`src/rtl/led_presenter_if.sv`:
```
// Item/flash request handshake between a game controller and led_presenter.
// Ports: item_valid, item, speed, flash_req (master->slave); item_ready (slave->master).
interface led_presenter_if #(
  parameter int DATA_WIDTH = 4
);

  logic                  item_valid;
  logic [DATA_WIDTH-1:0] item;
  logic                  speed;
  logic                  flash_req;
  logic                  item_ready;

  modport master (
    output item_valid,
    output item,
    output speed,
    output flash_req,
    input  item_ready
  );

  modport slave (
    input  item_valid,
    input  item,
    input  speed,
    input  flash_req,
    output item_ready
  );

endinterface

```
`src/rtl/led_presenter.sv`:
```
// LED presenter: shows one item pattern for a timed on/gap window, or flashes all LEDs.
// Ports: clk, rst_n (async, active-low), bus (led_presenter_if.slave: item_valid,
//   item, speed, flash_req in; item_ready out), leds, busy, done (outputs).
// Build option: define LED_PRESENTER_FLASH_EN to include the all-LED flash sequence.
module led_presenter #(
  parameter int DATA_WIDTH = 4,
  parameter int T_ON_SLOW  = 8,
  parameter int T_ON_FAST  = 4,
  parameter int T_GAP      = 2,
  parameter int T_FLASH    = 4,
  parameter int N_FLASH    = 3
) (
  input  logic                  clk,
  input  logic                  rst_n,
  led_presenter_if.slave        bus,
  output logic [DATA_WIDTH-1:0] leds,
  output logic                  busy,
  output logic                  done
);

  localparam int MAX_A = (T_ON_SLOW > T_ON_FAST) ? T_ON_SLOW : T_ON_FAST;
  localparam int MAX_B = (T_GAP > T_FLASH) ? T_GAP : T_FLASH;
  localparam int MAX_T = (MAX_A > MAX_B) ? MAX_A : MAX_B;
  localparam int CW    = $clog2(MAX_T) + 1;

  localparam logic [CW-1:0] LD_SLOW = CW'(T_ON_SLOW - 1);
  localparam logic [CW-1:0] LD_FAST = CW'(T_ON_FAST - 1);
  localparam logic [CW-1:0] LD_GAP  = CW'(T_GAP - 1);

  localparam logic [2:0] ST_IDLE = 3'd0;
  localparam logic [2:0] ST_SHOW = 3'd1;
  localparam logic [2:0] ST_GAP  = 3'd2;
  localparam logic [2:0] ST_DONE = 3'd5;

  if (T_ON_SLOW < 1 || T_ON_FAST < 1 || T_GAP < 1 ||
      T_FLASH < 1 || N_FLASH < 1) begin : g_bad_param
    $error("led_presenter: timing parameters must be nonzero");
  end

  logic [2:0]    state;
  logic [CW-1:0] cnt;
  logic          cnt_zero;
  logic          flash_go;
  logic          item_go;

  assign cnt_zero = (cnt == '0);

`ifdef LED_PRESENTER_FLASH_EN
  localparam int FW = $clog2(N_FLASH + 1);

  localparam logic [2:0]    ST_FON  = 3'd3;
  localparam logic [2:0]    ST_FOFF = 3'd4;
  localparam logic [CW-1:0] LD_FL   = CW'(T_FLASH - 1);
  localparam logic [FW-1:0] LAST_FL = FW'(N_FLASH - 1);

  logic [FW-1:0] fcnt;

  // Flash has priority; a simultaneous item is dropped.
  assign flash_go = bus.flash_req;
`else
  assign flash_go = 1'b0;
`endif

  assign item_go = bus.item_valid && !flash_go;

  always_ff @(posedge clk or negedge rst_n) begin
    if (!rst_n) begin
      state <= ST_IDLE;
      cnt   <= '0;
      leds  <= '0;
`ifdef LED_PRESENTER_FLASH_EN
      fcnt  <= '0;
`endif
    end else begin
      case (state)
        ST_IDLE: begin
          unique case (1'b1)
`ifdef LED_PRESENTER_FLASH_EN
            flash_go: begin
              state <= ST_FON;
              leds  <= '1;
              cnt   <= LD_FL;
              fcnt  <= '0;
            end
`endif
            item_go: begin
              // Speed only matters here: it picks the on-time load.
              state <= ST_SHOW;
              leds  <= bus.item;
              cnt   <= bus.speed ? LD_FAST : LD_SLOW;
            end
            default: begin
              leds <= '0;
            end
          endcase
        end

        ST_SHOW: begin
          if (cnt_zero) begin
            state <= ST_GAP;
            leds  <= '0;
            cnt   <= LD_GAP;
          end else begin
            cnt <= cnt - CW'(1);
          end
        end

        ST_GAP: begin
          if (cnt_zero) begin
            state <= ST_DONE;
          end else begin
            cnt <= cnt - CW'(1);
          end
        end

`ifdef LED_PRESENTER_FLASH_EN
        ST_FON: begin
          if (cnt_zero) begin
            state <= ST_FOFF;
            leds  <= '0;
            cnt   <= LD_FL;
          end else begin
            cnt <= cnt - CW'(1);
          end
        end

        ST_FOFF: begin
          if (!cnt_zero) begin
            cnt <= cnt - CW'(1);
          end else if (fcnt == LAST_FL) begin
            state <= ST_DONE;
            fcnt  <= '0;
          end else begin
            state <= ST_FON;
            leds  <= '1;
            cnt   <= LD_FL;
            fcnt  <= fcnt + FW'(1);
          end
        end
`endif

        ST_DONE: begin
          state <= ST_IDLE;
          leds  <= '0;
          cnt   <= '0;
        end

        default: begin
          state <= ST_IDLE;
          leds  <= '0;
          cnt   <= '0;
        end
      endcase
    end
  end

  // Decoded straight from the state register so reset reaches them without a clock.
  assign bus.item_ready = (state == ST_IDLE);
  assign busy           = (state != ST_IDLE);
  assign done           = (state == ST_DONE);

endmodule

```
`src/flat_wrapper.sv`:
```
// flat-port wrapper written by rule: the top's interface ports become plain ports
module led_presenter_flat 
#(
  parameter int DATA_WIDTH = 4,
  parameter int T_ON_SLOW  = 8,
  parameter int T_ON_FAST  = 4,
  parameter int T_GAP      = 2,
  parameter int T_FLASH    = 4,
  parameter int N_FLASH    = 3
)
  (clk, rst_n, leds, busy, done, bus_item_valid, bus_item, bus_speed, bus_flash_req, bus_item_ready);
  led_presenter_if #(.DATA_WIDTH(DATA_WIDTH)) bus_i ();
  input  logic clk;
  input  logic rst_n;
  output logic [DATA_WIDTH-1:0] leds;
  output logic busy;
  output logic done;
  input wire logic [$bits(bus_i.item_valid)-1:0] bus_item_valid;
  input wire logic [$bits(bus_i.item)-1:0] bus_item;
  input wire logic [$bits(bus_i.speed)-1:0] bus_speed;
  input wire logic [$bits(bus_i.flash_req)-1:0] bus_flash_req;
  output wire logic [$bits(bus_i.item_ready)-1:0] bus_item_ready;
  assign bus_i.item_valid = bus_item_valid;
  assign bus_i.item = bus_item;
  assign bus_i.speed = bus_speed;
  assign bus_i.flash_req = bus_flash_req;
  assign bus_item_ready = bus_i.item_ready;
  led_presenter #(.DATA_WIDTH(DATA_WIDTH), .T_ON_SLOW(T_ON_SLOW), .T_ON_FAST(T_ON_FAST), .T_GAP(T_GAP), .T_FLASH(T_FLASH), .N_FLASH(N_FLASH)) u_core (.clk(clk), .rst_n(rst_n), .bus(bus_i), .leds(leds), .busy(busy), .done(done));
endmodule
```
`config.mk`:
```
export PLATFORM = sky130hd
export DESIGN_NAME = led_presenter_flat
export DESIGN_NICKNAME = d
export VERILOG_FILES = /design/src/rtl/led_presenter_if.sv /design/src/rtl/led_presenter.sv /design/src/flat_wrapper.sv
export SDC_FILE = /design/constraint.sdc
export NUM_CORES = 1
export LEC_CHECK = 0
export BUFFER_PORTS_ARGS = -buffer_cell sky130_fd_sc_hd__buf_2
export CORE_MARGIN = 3
export CORE_UTILIZATION = 49
export DETAILED_ROUTE_END_ITERATION = 6
export PLACE_DENSITY = 0.84
export SLEW_MARGIN = 5
export SYNTH_ARGS = -nofsm -noshare
export SYNTH_HDL_FRONTEND = slang
export SYNTH_SLANG_ARGS = --single-unit
```
`constraint.sdc`:
```
create_clock -name clk -period 2.4 [get_ports clk]
set_input_delay 0.24 -clock clk [delete_from_list [all_inputs] [get_ports clk]]
set_output_delay 0.24 -clock clk [all_outputs]
set_load 0.05 [all_outputs]
```
### Word level (Yosys, flattened, before mapping)

Index checks and enable logic that the tools add are counted.

* add/subtract/negate cells: 1
* equality and inequality tests: 7
* mux-type cells: 12
* bitwise operators: 1
* reduce and logical (&&, ||, !) cells: 6

Operators with widths (count)
* $pmux W4 S3: 2
* $mux W4: 5
* $mux W3: 4
* $pmux W3 S3: 1
* $logic_not A4 Y1: 1
* $ne A2 B1 Y1 const B: 2
* $ne A2 B2 Y1 const B: 2
* $reduce_and A2 Y1: 2
* $sub A4 B1 Y4 const B: 1
* $eq A3 B1 Y1 const B: 1
* $eq A3 B2 Y1 const B: 1
* $eq A3 B3 Y1 const B: 1
* $logic_not A3 Y1: 1
* $reduce_and A3 Y1: 1
* $reduce_bool A3 Y1: 1
* $not A1 Y1: 1

* flip-flop bits (word level): 11
* input port bits: 9
* output and inout port bits: 7
* logic and storage cells: 30

### Depth between registers and ports, before layout

* depth after elaboration: 3
* depth in mapped cells: 7
* depth with buffers taken out: 6

### Worst setup path before layout

No wires, ideal clock.

* path type: register to output
* start: register u_core.state[0]
* end: output port busy
* arrival: 2338 ps
* data required time: 2160 ps
* setup slack: -178 ps
* stages on the path, launching flop included: 4
* path buffers: 1
* cell sequence: dfrtp_1 -> clkbuf_1 -> nor3_1 -> inv_1

* longest elaborated chain between the ends: 1

Ends and longest elaborated chain
* from (decl): line led_presenter.sv:40 `logic [2:0] state;`
* from (signal assigned): line led_presenter.sv:68 `state <= ST_IDLE;`
* from (signal assigned): line led_presenter.sv:88 `state <= ST_SHOW;`
* from (signal assigned): line led_presenter.sv:100 `state <= ST_GAP;`
* $reduce_bool A3 Y1: line led_presenter.sv:159 `assign busy = (state != ST_IDLE);`
* to (decl): line flat_wrapper.sv:16 `output logic busy;`

Every way passes these cells.

### Worst setup path in the final report

* start: register u_core.state[0]
* end: output port done

* longest elaborated chain between the ends: 1

Ends and longest elaborated chain
* $eq A3 B3 Y1: line led_presenter.sv:160 `assign done = (state == ST_DONE);`
* to (decl): line flat_wrapper.sv:17 `output logic done;`

Every way passes these cells.

==> flow_metrics.py <==
metrics = {
    "layout": {
        "area_growth_pct": 17.5,
        "num_antenna_cells": 0,
        "final_cells": 98,
        "drive_above_1_share": 0.274,
        "nNetsFinal": 95,
        "final_area_sq_um": 756,
        "num-fill-cells": 103,
    },
    "clocking": {
        "clock_latency_ns": 0.27,
        "cts_root_buffer": "clkbuf_4",
        "clkSinkCount": 11,
        "cts_buffers": 3,
        "cts_resized": 0,
        "clk_pin_slew_ns": 0.07,
        "cts_tree": "built",
        "cts_max_level": 1,
        "clk_path_buf_depth": 2,
    },
    "placed_design": {
        "placed_area_sq_um": 719,
        "port_buffers": 14,
        "dp_cells": 93,
        "gp_congestion": 0.878,
        "post-dp-hpwl_um": 947,
    },
    "sta": {
        "period_minus_slack_ns": 1.92,
        "max_freq_mhz": 520,
        "setup_violations": 0,
        "relSlewSlack": 0.525,
        "tns_ns": 0,
        "period_share": 0.801,
        "tightest_slew_ns": 0.703,
        "fin_worst_skew_ns": 0.00415,
        "hold_violations": 0,
        "report.final.slew_viol_count": 0,
        "rsz0062_at_grt": "no",
        "hold_ws_ns": 0.183,
    },
    "synthesis": {
        "synth_cell_types": 28,
        "synth_top_cell_by_area": "dfrtp_1",
        "ys.warnings.count": 0,
        "yosys.area.top_type_share": 0.428,
        "synthTopCellsByArea": "dfrtp_1 (43%), a22o_1 (5.4%), nor3_1 (4.7%), a21oi_1 (3.9%), o221a_2 (3.5%)",
        "async_flop_share": 1.00,
        "syn-cell-area_sq_um": 643,
        "ys_seq_area_frac": 0.428,
        "postSynthCellCount": 69,
        "syn-num-nets": 79,
        "ys_ff_latch": 11,
        "synth_enable_flop_cells": 0,
        "synth-main-ff-cell": "dfrtp_1",
        "syn_avg_cell_area_sq_um": 9.32,
    },
    "setup_path": {
        "required_ns": 2.16,
        "crit_fanout": 15,
        "rrSetupSlack_ns": 0.52,
        "critical_path_class": "reg2out",
        "end_kind": "output pin",
        "start_kind": "register",
        "cp.arrival_ns": 1.68,
    },
    "global_route": {
        "grt_pass1_vias": 521,
        "overflow": 0,
        "antenna_found_initial": 0,
        "grtUsageTotal": 0.163,
        "grt_max_degree": 16,
        "grt_first_pass_wirelength_mm": 2.21,
    },
    "floorplan": {
        "coreArea_sq_um": 1170,
        "boundaryPins": 16,
        "rows": 12,
        "dieWidth_um": 42.2,
        "start_util": 0.549,
        "die_area_sq_um": 1780,
        "die_y_um": 42.2,
    },
    "route": {
        "drc_errors": 0,
        "num_vias": 553,
        "wl_per_cell_um": 13.1,
        "wirelength_mm": 1.28,
        "ant_nets": 0,
        "drtIter0Drc": 15,
        "vias_per_cell": 5.64,
        "dr.pass1.iters": 4,
    },
    "min_path": {
        "hold_path.class": "in2reg",
    },
    "outcome": {
        "status": "complete, no violations",
    },
    "run": {
        "maxCapViolations": 0,
    },
    "power_and_ir_drop": {
        "finalPower_mw": 1.16,
        "p_per_area_nw_per_um2": 1540,
        "irDropWorstVdd_v": 0.000666,
        "p_leak_nw": 0.349,
    },
}
-- placed cells by master (no fill, tap or decap), drive strengths merged, types with 3 or more instances in the layout --
master and n:
and2 3, nor3 6, o21ai 3, inv 5
nand2 3, a21oi 5, nor2 5, clkbuf 4
buf 14, dfrtp 11, a22o 4
-- sequential cells by signal, indices dropped and copies added, names as in the netlist --
name and cells:
u_core.cnt 4, u_core.state 3, u_core.leds 4
-- per-layer routing --
metal	global-route usage	wire (um)
met5	0	0
met4	0.0373	7
met3	0.0773	70
met2	0.240	574
met1	0.216	628
-- power by group --
| group | switching [mW] | internal [mW] | total, mW |
|---|---|---|---|
| clock network | 0.0606 | 0.0645 | 0.125 |
| logic | 0.395 | 0.266 | 0.660 |
| registers | 0.113 | 0.262 | 0.376 |
| total | 0.569 | 0.593 | 1.16 |
-- Yosys cell counts, drive strengths merged, types with 2 or more instances --
cell	count
a211oi	2
a21oi	5
a22o	4
and2	3
clkbuf	3
dfrtp	11
inv	5
nand2	3
nand2b	2
nor2	5
nor2b	2
nor3	6
o21ai	3
o221a	2
-- final cells by class --
type                       instances  area, sq um  share of cell area
clock buffer                       4         26.3              0.0348
tap                               14         17.5              0.0232
sequential                        11          275               0.364
inverter                           5         18.8              0.0248
timing repair buffer              15         80.1               0.106
multi-input combinational         49          338               0.447
-- timing repair --
item                                   in CTS  in global routing
hold buffers                                1                  0
buffers inserted                            0                  0
endpoints found under the hold margin      11                  0
-- per-stage QoR --
| step | setup WS, ns | utilization |
|---|---|---|
| 5_1_grt | 0.404 | 0.645 |
| 2_1_floorplan | 0.398 | - |
| 3_3_place_gp | 0.585 | 0.614 |
| 4_1_cts | 0.488 | 0.645 |
| 3_5_place_dp | 0.554 | 0.614 |
| 6_report | 0.478 | 0.645 |
-- kinds of logic after synthesis --
family,synth area share
AO/OA/AOI/OAI,0.261
multiplexers,0.0156
AND/OR/NAND/NOR,0.222
flip-flops,0.428
adder cells (fa/ha/maj),0.0195
buffers and inverters,0.0545
-- worst max-delay path: stages, from the launching register on --
cell and delay (ns):
dfrtp_1 0.62, nor2b_1 0.36, and2_1 0.17, buf_2 0.25
-- path summary, 6_finish.rpt --
check / start / end / depth (start not counted)
min in group asynchronous: rst_n / u_core.cnt[1]$_DFFE_PN0P_ / 2
max in group asynchronous: rst_n / u_core.cnt[3]$_DFFE_PN0P_ / 2
worst min register to register: u_core.leds[2]$_DFFE_PN0P_ / u_core.leds[2]$_DFFE_PN0P_ / 1
worst max-delay path: u_core.state[0]$_DFFE_PN0P_ / done / 3
worst max register to register: u_core.cnt[0]$_DFFE_PN0P_ / u_core.leds[1]$_DFFE_PN0P_ / 6
worst min-delay path: bus_item[2] / u_core.leds[2]$_DFFE_PN0P_ / 2
Power figures use the tool's default switching activity.
